--- config.mk ---
export PLATFORM = sky130hd
export DESIGN_NAME = sort_seq_ctrl
export DESIGN_NICKNAME = d
export VERILOG_FILES = /design/src/rtl/sort_pkg.sv /design/src/rtl/sort_cmp_swap.sv /design/src/rtl/sort_seq_ctrl.sv
export SDC_FILE = /design/constraint.sdc
export NUM_CORES = 1
export LEC_CHECK = 0
export BUFFER_PORTS_ARGS = -buffer_cell sky130_fd_sc_hd__buf_2
export CAP_MARGIN = 0
export CORE_ASPECT_RATIO = 0.5
export CORE_MARGIN = 1.5
export CORE_UTILIZATION = 30
export CTS_BUF_LIST = sky130_fd_sc_hd__clkbuf_4 sky130_fd_sc_hd__clkbuf_8
export DETAILED_ROUTE_END_ITERATION = 10
export PLACE_DENSITY = 0.48
export SKIP_LAST_GASP = 1
export SYNTH_ARGS = -nofsm -noshare
export SYNTH_HDL_FRONTEND = slang
export SYNTH_HIERARCHICAL = 1
export SYNTH_SLANG_ARGS = --single-unit
export TNS_END_PERCENT = 1
--- constraint.sdc ---
create_clock -name clk -period 17.5 [get_ports clk]
set_input_delay 1.75 -clock clk [delete_from_list [all_inputs] [get_ports clk]]
set_output_delay 1.75 -clock clk [all_outputs]
set_load 0.02 [all_outputs]
--- src/rtl/sort_pkg.sv ---
// Shared types and constants for the sequential sort controller.
// Optional feature macro used by the controller: SORT_EARLY_EXIT_EN.
package sort_pkg;

    localparam int DATA_W = 32;
    localparam int SC_W   = 16;   // width of the sort_cycles counter

    typedef logic [DATA_W-1:0] data_t;

    typedef enum logic [1:0] {
        LOAD  = 2'd0,
        SORT  = 2'd1,
        DRAIN = 2'd2
    } state_t;

    // Increment that sticks at all-ones instead of wrapping.
    function automatic logic [SC_W-1:0] sat_inc(input logic [SC_W-1:0] v);
        return (&v) ? v : v + SC_W'(1);
    endfunction

endpackage

--- src/rtl/sort_cmp_swap.sv ---
// Combinational compare-exchange element: lo = min(a,b), hi = max(a,b).
// swap is set only when a > b (unsigned), so equal words never trade places.
module sort_cmp_swap #(
    parameter int W = 32
) (
    input  logic [W-1:0] a,
    input  logic [W-1:0] b,
    output logic [W-1:0] lo,
    output logic [W-1:0] hi,
    output logic         swap
);

    assign swap = (a > b);
    assign lo   = swap ? b : a;
    assign hi   = swap ? a : b;

endmodule

--- src/rtl/sort_seq_ctrl.sv ---
// Sequential sort controller: loads N words, bubble-sorts them with one shared
// compare-exchange unit (one exchange per cycle), then streams them out
// smallest first with valid/ready handshaking.
// Optional feature: define SORT_EARLY_EXIT_EN to leave SORT after the first
// pass that performs no swap.
module sort_seq_ctrl
    import sort_pkg::*;
#(
    parameter int N = 8,
    parameter int W = 32
) (
    input  logic            clk,
    input  logic            rst,
    input  logic            in_valid,
    output logic            in_ready,
    input  logic [W-1:0]    in_data,
    output logic            out_valid,
    input  logic            out_ready,
    output logic [W-1:0]    out_data,
    output logic            out_last,
    output logic            busy,
    output logic [SC_W-1:0] sort_cycles
);

    localparam int CW = (N > 1) ? $clog2(N) : 1;
    localparam logic [CW-1:0] LAST_IDX  = CW'(N - 1);
    localparam logic [CW-1:0] LAST_PASS = CW'(N - 2);

    state_t          state_reg, state_next;
    logic [CW-1:0]   wr_reg, rd_reg, idx_reg, pass_reg;
    logic [CW-1:0]   idx_p1;
    logic [SC_W-1:0] sort_cycles_reg;
    logic [W-1:0]    mem [N];

    logic [W-1:0]    cmp_lo, cmp_hi;
    logic            cmp_swap;
    logic            in_fire, out_fire, pass_end, sort_done;
    logic [N-1:0]    we_vec;
    logic [W-1:0]    wd [N];

`ifdef SORT_EARLY_EXIT_EN
    logic            swapped_reg;
`endif

    assign idx_p1 = idx_reg + CW'(1);

    sort_cmp_swap #(.W(W)) u_cmp (
        .a    (mem[idx_reg]),
        .b    (mem[idx_p1]),
        .lo   (cmp_lo),
        .hi   (cmp_hi),
        .swap (cmp_swap)
    );

    assign in_ready    = (state_reg == LOAD) && !rst;
    assign out_valid   = (state_reg == DRAIN);
    assign out_data    = mem[rd_reg];
    assign out_last    = out_valid && (rd_reg == LAST_IDX);
    assign busy        = (state_reg == SORT) || (state_reg == DRAIN);
    assign sort_cycles = sort_cycles_reg;

    assign in_fire  = in_valid && in_ready;
    assign out_fire = out_valid && out_ready;
    // Pass p ends at idx = N-2-p.
    assign pass_end = (state_reg == SORT) && (idx_reg == (LAST_PASS - pass_reg));

`ifdef SORT_EARLY_EXIT_EN
    assign sort_done = pass_end && ((pass_reg == LAST_PASS) || !(swapped_reg || cmp_swap));
`else
    assign sort_done = pass_end && (pass_reg == LAST_PASS);
`endif

    // Next-state selection for the LOAD -> SORT -> DRAIN cycle.
    always_comb begin
        state_next = state_reg;
        case (state_reg)
            LOAD:    if (in_fire && (wr_reg == LAST_IDX)) state_next = SORT;
            SORT:    if (sort_done)                        state_next = DRAIN;
            DRAIN:   if (out_fire && out_last)             state_next = LOAD;
            default: state_next = LOAD;
        endcase
    end

    // State register and the write/read/pass/index counters.
    always_ff @(posedge clk) begin
        if (rst) begin
            state_reg       <= LOAD;
            wr_reg          <= '0;
            rd_reg          <= '0;
            idx_reg         <= '0;
            pass_reg        <= '0;
            sort_cycles_reg <= '0;
`ifdef SORT_EARLY_EXIT_EN
            swapped_reg     <= 1'b0;
`endif
        end else begin
            state_reg <= state_next;
            case (state_reg)
                LOAD: begin
                    if (in_fire) begin
                        if (wr_reg == LAST_IDX) begin
                            wr_reg          <= '0;
                            idx_reg         <= '0;
                            pass_reg        <= '0;
                            sort_cycles_reg <= '0;
`ifdef SORT_EARLY_EXIT_EN
                            swapped_reg     <= 1'b0;
`endif
                        end else begin
                            wr_reg <= wr_reg + CW'(1);
                        end
                    end
                end
                SORT: begin
                    sort_cycles_reg <= sat_inc(sort_cycles_reg);
                    if (pass_end) begin
                        idx_reg  <= '0;
                        pass_reg <= pass_reg + CW'(1);
`ifdef SORT_EARLY_EXIT_EN
                        swapped_reg <= 1'b0;
`endif
                    end else begin
                        idx_reg <= idx_p1;
`ifdef SORT_EARLY_EXIT_EN
                        swapped_reg <= swapped_reg | cmp_swap;
`endif
                    end
                end
                DRAIN: begin
                    if (out_fire) begin
                        rd_reg <= out_last ? '0 : rd_reg + CW'(1);
                        if (out_last) wr_reg <= '0;
                    end
                end
                default: ;
            endcase
        end
    end

    // Per-entry write enables: a load beat targets mem[wr]; a swap rewrites
    // mem[idx] with the smaller word and mem[idx+1] with the larger one.
    generate
        for (genvar gi = 0; gi < N; gi++) begin : g_wr
            assign we_vec[gi] = ((state_reg == LOAD) && in_fire && (wr_reg == CW'(gi))) ||
                                ((state_reg == SORT) && cmp_swap &&
                                 ((idx_reg == CW'(gi)) || (idx_p1 == CW'(gi))));
            assign wd[gi]     = (state_reg == LOAD)     ? in_data :
                                (idx_reg == CW'(gi))    ? cmp_lo  : cmp_hi;
        end
    endgenerate

    // Buffer storage; deliberately not cleared by reset.
    always_ff @(posedge clk) begin
        if (!rst) begin
            for (int i = 0; i < N; i++) begin
                if (we_vec[i]) mem[i] <= wd[i];
            end
        end
    end

endmodule

# == After elaboration in Yosys (flattened, before gate mapping) ==
# Memory sizes are Yosys's and may differ from the RTL's. A register that Yosys moved wholly into a read port is not among the register bits.
# Index checks and enable logic that the tools add are counted.
# word_totals
ff_bits,30
mem_bits_rw,256
inputBits,36
out_inout_bits,52
wordCells,196
mem_count,1
# classes
addsub,6
n_lt_le_gt_ge,1
eq_ne,35
n_mux,84
n_reduce_logical,63
# memory_table
memory,depth,width,rd,rd_ports_with_merged_regs,wr,line_no,source
mem,8,32,3,2,2,sort_seq_ctrl.sv:33,logic [W-1:0] mem [N];
# op_table
op,n
2-to-1 mux 32 bit,24
OR reduction 32 bit,6
2-to-1 mux 3 bit,19
2-to-1 mux 16 bit,3
== test 3 bit (second input constant),14
greater-than comparator 32 bit,1
one-hot mux 16 bit (2 select lines),1
2-to-1 mux 1 bit,30
logical AND 1 bit,26
== test 3 x 2 -> 1 bit (second input constant),6
one-hot mux 3 bit (2 select lines),3
logical OR 1 bit,17
adder 16 x 1 -> 16 bit (second input constant),1
AND reduction 16 bit,1
adder 3 x 1 -> 3 bit (second input constant),4
AND reduction 4 bit,3
!= test 2 bit (second input constant),5
== test 3 x 1 -> 1 bit (second input constant),3
logical NOT 3 bit,3
!= test 2 x 1 -> 1 bit (second input constant),4
2-to-1 mux 2 bit,3
one-hot mux 2 bit (3 select lines),1
AND reduction 3 bit,2
nonzero test 2 bit,2
7 further kinds,7

# == Depth between registers and ports, before layout ==
# Gate-level depths: netlist of the first run.
# depth
word_depth,13
ltp_mapped,22
mapped_depth_nobuf,16

# == Hierarchy ==
# Netlist of the first run, hierarchy kept.
# by_module_without_submodules
module,n_inst,cells_per_inst,area_per_inst_um2,seq_area_each_um2
sort_seq_ctrl,1,1795,20758.7,8408.1
sort_cmp_swap,1,186,1854.3,0.0

# == Least setup slack after synthesis of the first run ==
# Ideal clock, no wire load.
# synth_timing
kind,reg2reg
startpoint,reg idx_reg[0]
endpoint,mem mem[7][0] (enable)
setup_ns,0.432
arrival_ns,5.922
required_ns,17.068
slack_ns,11.146
path_stages_with_launch,21
n_path_buf,5
synth_period_minus_slack_ns,6.354
cell_sequence,dfxtp_1 > buf_1 > clkbuf_1 > inv_1 > ha_1 > clkbuf_1 > mux4_2 > mux2_2 > inv_1 > ha_1 > nand4_2 > nor3_2 > a21boi_2 > nor4_1 > a2bb2oi_2 > buf_6 > buf_12 > inv_1 > and2_1 > o21ai_0 > a21oi_1
# synth_rtl
element,line_no,source
"start, declared",sort_seq_ctrl.sv:30,"logic [CW-1:0] wr_reg, rd_reg, idx_reg, pass_reg;"
"start signal, assigned",sort_seq_ctrl.sv:123,idx_reg <= idx_p1;
"end, declared",sort_seq_ctrl.sv:33,

==> results of run 1 <==
==> where the power goes <==
group | internal [mW] | switching (mW) | leakage (nW)
clock | 0.323 | 0.319 | 0.536
combinational | 0.510 | 0.713 | 5.11
sequential | 0.868 | 0.0240 | 2.60
==> cell families after synthesis <==
family,count (synthesis),share of synthesized area
AND/OR/NAND/NOR,672,0.1541
multiplexers,360,0.2826
AO/OA/AOI/OAI,353,0.1128
flip-flops,292,0.3718
buffers and inverters,246,0.04670
adder cells (fa/ha/maj),54,0.02988
XOR/XNOR,4,0.002158
==> layer usage <==
| layer | vias to the layer above | share of wire |
|---|---|---|
| li1 | 7596 | - |
| met1 | 8434 | 0.47 |
| met2 | 428 | 0.47 |
| met3 | 66 | 0.048 |
| met4 | 0 | 0.015 |
| met5 | - | 0 |
==> layout by cell type, fill, tap and decap left out, types with 12 or more instances in the layout <==
master / netlist / layout
inv_1: 46 / 46
mux2_2: 111 / 111
mux2_4: 49 / 49
mux4_2: 192 / 192
a211oi_1: 263 / 263
clkbuf_8: 0 / 56
and3_1: 98 / 98
nor2_1: 273 / 267
nor2b_1: 200 / 197
buf_2: 35 / 87
edfxtp_1: 256 / 256
buf_4: 0 / 28
clkinv_1: 0 / 17
a21oi_1: 42 / 40
dfxtp_1: 36 / 28
ha_1: 54 / 48
clkbuf_4: 0 / 12
nand2_1: 34 / 31
==> per-stage QoR <==
| step | utilization | power [mW] | instance area (µm²) |
|---|---|---|---|
| after CTS | 0.3362 | 2.774 | 24820 |
| after global routing | 0.3362 | 2.934 | 24820 |
| final | 0.3362 | 2.756 | 24820 |
| after detailed placement | 0.3227 | 2.126 | 23830 |
| after floorplan | - | 1.874 | 22610 |
| after global placement | 0.3227 | 2.123 | 23830 |
==> final timing paths <==
path / endpoint / slack, ns / cells after the start
worst max-delay path: mem[0][10] / 9.80 / 18
worst min-delay path: register / 0.47 / 2
worst min register to register: register / 0.47 / 2
worst max register to register: mem[0][10] / 9.80 / 18
==> critical path: stages, from the launching register on <==
cell and delay (ns):
dfxtp_4 0.64, inv_1 0.19, ha_4 0.77, buf_4 0.76, mux4_2 0.59, mux2_2 0.33, inv_1 0.08, ha_1 0.25
nand4_1 0.16, nor3_2 0.10, a21boi_2 0.20, nor4_1 0.97, a2bb2oi_4 0.21, buf_4 0.42, buf_4 0.73, mux2_2 0.49
nor2b_1 0.15, a211oi_1 0.25, nor2_1 0.07
==> cell type report <==
cell class,count,area (µm²),area share
repair buffers,116,665.6,0.02682
well taps,1008,1261,0.05081
clock inverters,29,136.4,0.005494
multi-input cells,1443,13290,0.5355
clock buffers,68,860.8,0.03468
inverters,46,172.7,0.006956
flip-flops and latches,292,8433,0.3397
==> flow_metrics.env, run 1 <==
export IMPL_syn_inst=1981
export IMPL_final_max_slew_viol_count=0
export IMPL_post_route_period_util=0.4400
export IMPL_die_y_um=197.1
export IMPL_grt_pass1_wl_mm=107.8
export IMPL_routed_via_density=5.504
export IMPL_fin_tns_setup_ns=0
export IMPL_clkSinkCount=292
export IMPL_cts_root_buf="clkbuf_8"
export IMPL_yosys_top_cells_count="273 x nor2_1, 263 x a211oi_1, 256 x edfxtp_1"
export IMPL_worstHoldStart="rd_reg[1]"
export IMPL_cts_setup_buffers=0
export IMPL_hold_path_class="reg -> reg"
export IMPL_met3_usage=0.02366
export IMPL_required_ns=17.89
export IMPL_track_usage=0.1859
export IMPL_layout_nets=2042
export IMPL_synth_warnings=6
export IMPL_worstMarginPinSlew_ns=1.266
export IMPL_grt_max_degree=143
export IMPL_gr_usage_met1=0.2609
export IMPL_post_place_ws_ns=9.758
export IMPL_fp_dieW_um=391.3
export IMPL_synth_area_mm2=0.02261
export IMPL_cp_start_kind="register"
export IMPL_synth_ff_type="edfxtp_1"
export IMPL_h_tree_depth=2
export IMPL_largest_reg_flops=256
export IMPL_final_antenna_net_count=0
export IMPL_nFillCells=7320
export IMPL_row_count=70
export IMPL_setup_ws_ns=9.800
export IMPL_cts_tree="yes"
export IMPL_cts_buffer_depth=3
export IMPL_max_vdd_ir_drop_mv=0.08644
export IMPL_avgRoutedWirePerCell_um=23.87
export IMPL_skew_ns=0.05801
export IMPL_p_per_area_mw_per_mm2=111.0
export IMPL_syn2layout_area_growth_pct=9.772
export IMPL_worstSetupPathType="reg -> reg"
export IMPL_hold_worst_slack_ns=0.4718
export IMPL_drc=0
export IMPL_finalSetupViolations=0
export IMPL_status="finished, final reports clean"
export IMPL_die_area_mm2=0.07713
export IMPL_core_mm2=0.07383
export IMPL_clock_latency_ns=0.68
export IMPL_cap_violations=0
export IMPL_period_needed_ns=7.700
export IMPL_ys_seq_area_frac=0.3718
export IMPL_numCtsBuffers=53
export IMPL_dr_first_iter_drc_count=1441
export IMPL_finalHoldViolations=0
export IMPL_antenna_found_initial=0
export IMPL_cts_repair_resized=0
export IMPL_synth_edf_count=256
export IMPL_max_freq_mhz=129.9
export IMPL_dpl_cell_count=2905
export IMPL_holdBufCountCts=0
export IMPL_slew_headroom=0.1480
export IMPL_yosysTopAreaCell="edfxtp_1"
export IMPL_dp_hpwl_mm=40.67
export IMPL_synth_async_reset_ratio=0
export IMPL_r2r_start="idx_reg[0]"
export IMPL_yosysMostFrequentCell="nor2_1"
export IMPL_busiest_layer="met2"
export IMPL_crit_start="idx_reg[0]"
export IMPL_final_instance_count_excl_fill=3002
export IMPL_io_buffer_count=87
export IMPL_p_leak_nw=8.243
export IMPL_n_antenna_cell=0
export IMPL_worstPathArrival_ns=8.09
export IMPL_gr_total_overflow=0
export IMPL_met2_usage=0.3059
export IMPL_start_util=0.3063
export IMPL_clk_pin_slew_ns=0.06
export IMPL_rsz0062_at_grt="false"
export IMPL_wirelength_mm=71.65
export IMPL_syn_nets=2071
export IMPL_ys_types=64
export IMPL_dr_pass1_iters=7
export IMPL_num_io_pins=88
export IMPL_grt_pass1_vias=16560
export IMPL_path_max_fanout=40
export IMPL_synth_area_leaders="edfxtp_1 34%, mux4_2 19%, a211oi_1 8.7%"
export IMPL_num_vias=16520
export IMPL_synth_seq_cells=292
export IMPL_avgSynthCellArea_um2=11.41
export IMPL_end_kind="register"
export IMPL_gp_congestion=0.7644
export IMPL_drive_gt1_frac=0.2944
export IMPL_synth_top_area_share=0.3400
(Power assumes the default switching activity.)
==> run 2, diff against run 1 <==
PLACE_DENSITY = 0.49   (was 0.48)
clock period = 6.3 ns   (was 17.5 ns; I/O delays follow)
==> flow_metrics.env, run 2 (synthesis gave the netlist of run 1 again) <==
export IMPL_status="finished, final reports clean"
export IMPL_die_y_um=197.1
export IMPL_numCtsBuffers=52
export IMPL_antenna_found_initial=0
export IMPL_nFillCells=7327
export IMPL_cp_top_family="multiplexers"
export IMPL_finalHoldViolations=0
export IMPL_period_needed_ns=5.644
export IMPL_worstHoldStart="out_ready"
export IMPL_dp_hpwl_mm=42.73
export IMPL_crit_start="idx_reg[1]"
export IMPL_cts_buffer_depth=3
export IMPL_rsz0062_at_grt="false"
export IMPL_clkSinkCount=292
export IMPL_finalSetupViolations=0
export IMPL_worstSetupPathType="reg -> reg"
export IMPL_max_vdd_ir_drop_mv=0.2810
export IMPL_end_kind="register"
export IMPL_cts_root_buf="clkbuf_8"
export IMPL_dr_pass1_iters=7
export IMPL_reg2reg_depth=17
export IMPL_path_max_fanout=28
export IMPL_cts_tree="yes"
export IMPL_grt_pass1_vias=16740
export IMPL_dr_first_iter_drc_count=1134
export IMPL_reg2reg_slack_ns=0.66
export IMPL_required_ns=6.68
export IMPL_dpl_cell_count=2922
export IMPL_wirelength_mm=73.57
export IMPL_cts_repair_resized=0
export IMPL_num_vias=16800
export IMPL_routed_via_density=5.568
export IMPL_skew_ns=0.03494
export IMPL_io_buffer_count=87
export IMPL_holdBufCountCts=0
export IMPL_cts_setup_buffers=0
export IMPL_slew_headroom=0.1151
export IMPL_largest_reg_flops=256
export IMPL_final_max_slew_viol_count=0
export IMPL_drc=0
export IMPL_p_leak_nw=8.413
export IMPL_h_tree_depth=2
export IMPL_track_usage=0.1897
export IMPL_cp_slowest_cell="ha_4"
export IMPL_syn2layout_area_growth_pct=11.35
export IMPL_core_mm2=0.07383
export IMPL_row_count=70
export IMPL_crit_cells=17
export IMPL_final_cell_mix="267 x nor2_1, 263 x a211oi_1, 256 x edfxtp_1"
export IMPL_r2r_end="mem[4][31]"
export IMPL_final_common_cell="nor2_1"
export IMPL_start_util=0.3063
export IMPL_hold_path_class="in -> reg"
export IMPL_grt_max_degree=151
export IMPL_clock_latency_ns=0.66
export IMPL_max_stage_delay_ns=0.60
export IMPL_path_buf_inv=4
export IMPL_drive_gt1_frac=0.3036
export IMPL_final_antenna_net_count=0
export IMPL_worstPathCellList="inv_1 > ha_4 > buf_4 > mux4_2 > mux2_2 > inv_1 > ha_1 > nand4_2 > nor3_2 > a21boi_2 > nor4_1 > a2bb2oi_4 > buf_4 > mux2_2 > and3_1 > a211oi_1 > nor2_1"
export IMPL_layout_nets=2058
export IMPL_n_antenna_cell=0
export IMPL_hold_worst_slack_ns=0.2770
export IMPL_gr_total_overflow=0
export IMPL_clk_pin_slew_ns=0.07
export IMPL_worstMarginPinSlew_ns=1.323
export IMPL_utilization=0.3410
export IMPL_fp_dieW_um=391.3
export IMPL_power_mw=7.879
export IMPL_avgRoutedWirePerCell_um=24.38
export IMPL_cp_start_kind="register"
export IMPL_fin_tns_setup_ns=0
export IMPL_max_freq_mhz=177.2
export IMPL_final_instance_count_excl_fill=3017
export IMPL_die_area_mm2=0.07713
export IMPL_p_per_area_mw_per_mm2=312.9
export IMPL_grt_pass1_wl_mm=109.2
export IMPL_worstPathArrival_ns=6.02
export IMPL_r2r_start="idx_reg[1]"
export IMPL_cap_violations=0
export IMPL_post_route_period_util=0.8959
export IMPL_gp_congestion=0.7655
export IMPL_num_io_pins=88
export IMPL_crit_end="mem[4][31]"
[run 2: changes by cell type in the layout (fill, tap and decap cells not counted), moves of 2 or more]
cell / before / now
buf_12: 1 / 13
bufinv_16: 0 / 3
clkbuf_4: 12 / 22
inv_8: 2 / 0
clkinv_2: 10 / 6
clkinv_1: 17 / 9
buf_4: 28 / 33
[run 2: power breakdown]
group          total (mW)  switching [mW]  internal, mW
Sequential           2.46          0.0527          2.41
Clock                1.94           0.883          1.05
Combinational        3.48            2.03          1.45
[run 2: layout make-up]
| type | count | area, µm² | share of cell area |
|---|---|---|---|
| repair buffers | 133 | 943.4 | 0.03747 |
| inverters | 46 | 172.7 | 0.006858 |
| multi-input cells | 1443 | 13290 | 0.5279 |
| clock inverters | 18 | 153.9 | 0.006112 |
| clock buffers | 77 | 922.1 | 0.03662 |
| well taps | 1008 | 1261 | 0.05009 |
| flip-flops and latches | 292 | 8433 | 0.3349 |
[run 2: layer usage]
metal / track usage / up-vias / wire length (µm)
li1: - / 7621 / -
met1: 0.2600 / 8457 / 32610
met2: 0.3059 / 574 / 33970
met4: 0.06255 / 0 / 2189
met3: 0.03012 / 147 / 4799
met5: 0 / - / 0
[run 2: worst min-delay path by stage]
stage                          end  slack, ns  cells after the start
after floorplan           register       0.45                      2
after global placement    register       0.46                      2
after detailed placement  register       0.47                      2
after CTS                 register       0.23                      3
after global routing      register       0.26                      3
final                     register       0.28                      3
[run 2: worst min-delay path: stages]
cell	delay, ns
buf_2	0.11
nand3_1	0.07
a21oi_1	0.06
[run 2: metrics by stage]
| step | setup slack, ns | area (µm²) |
|---|---|---|
| after global placement | 0.6903 | 24100 |
| after global routing | 0.2714 | 25180 |
| after CTS | 0.5686 | 25180 |
| final | 0.6556 | 25180 |
| after detailed placement | 0.5670 | 24100 |
| after floorplan | -0.04482 | 22620 |
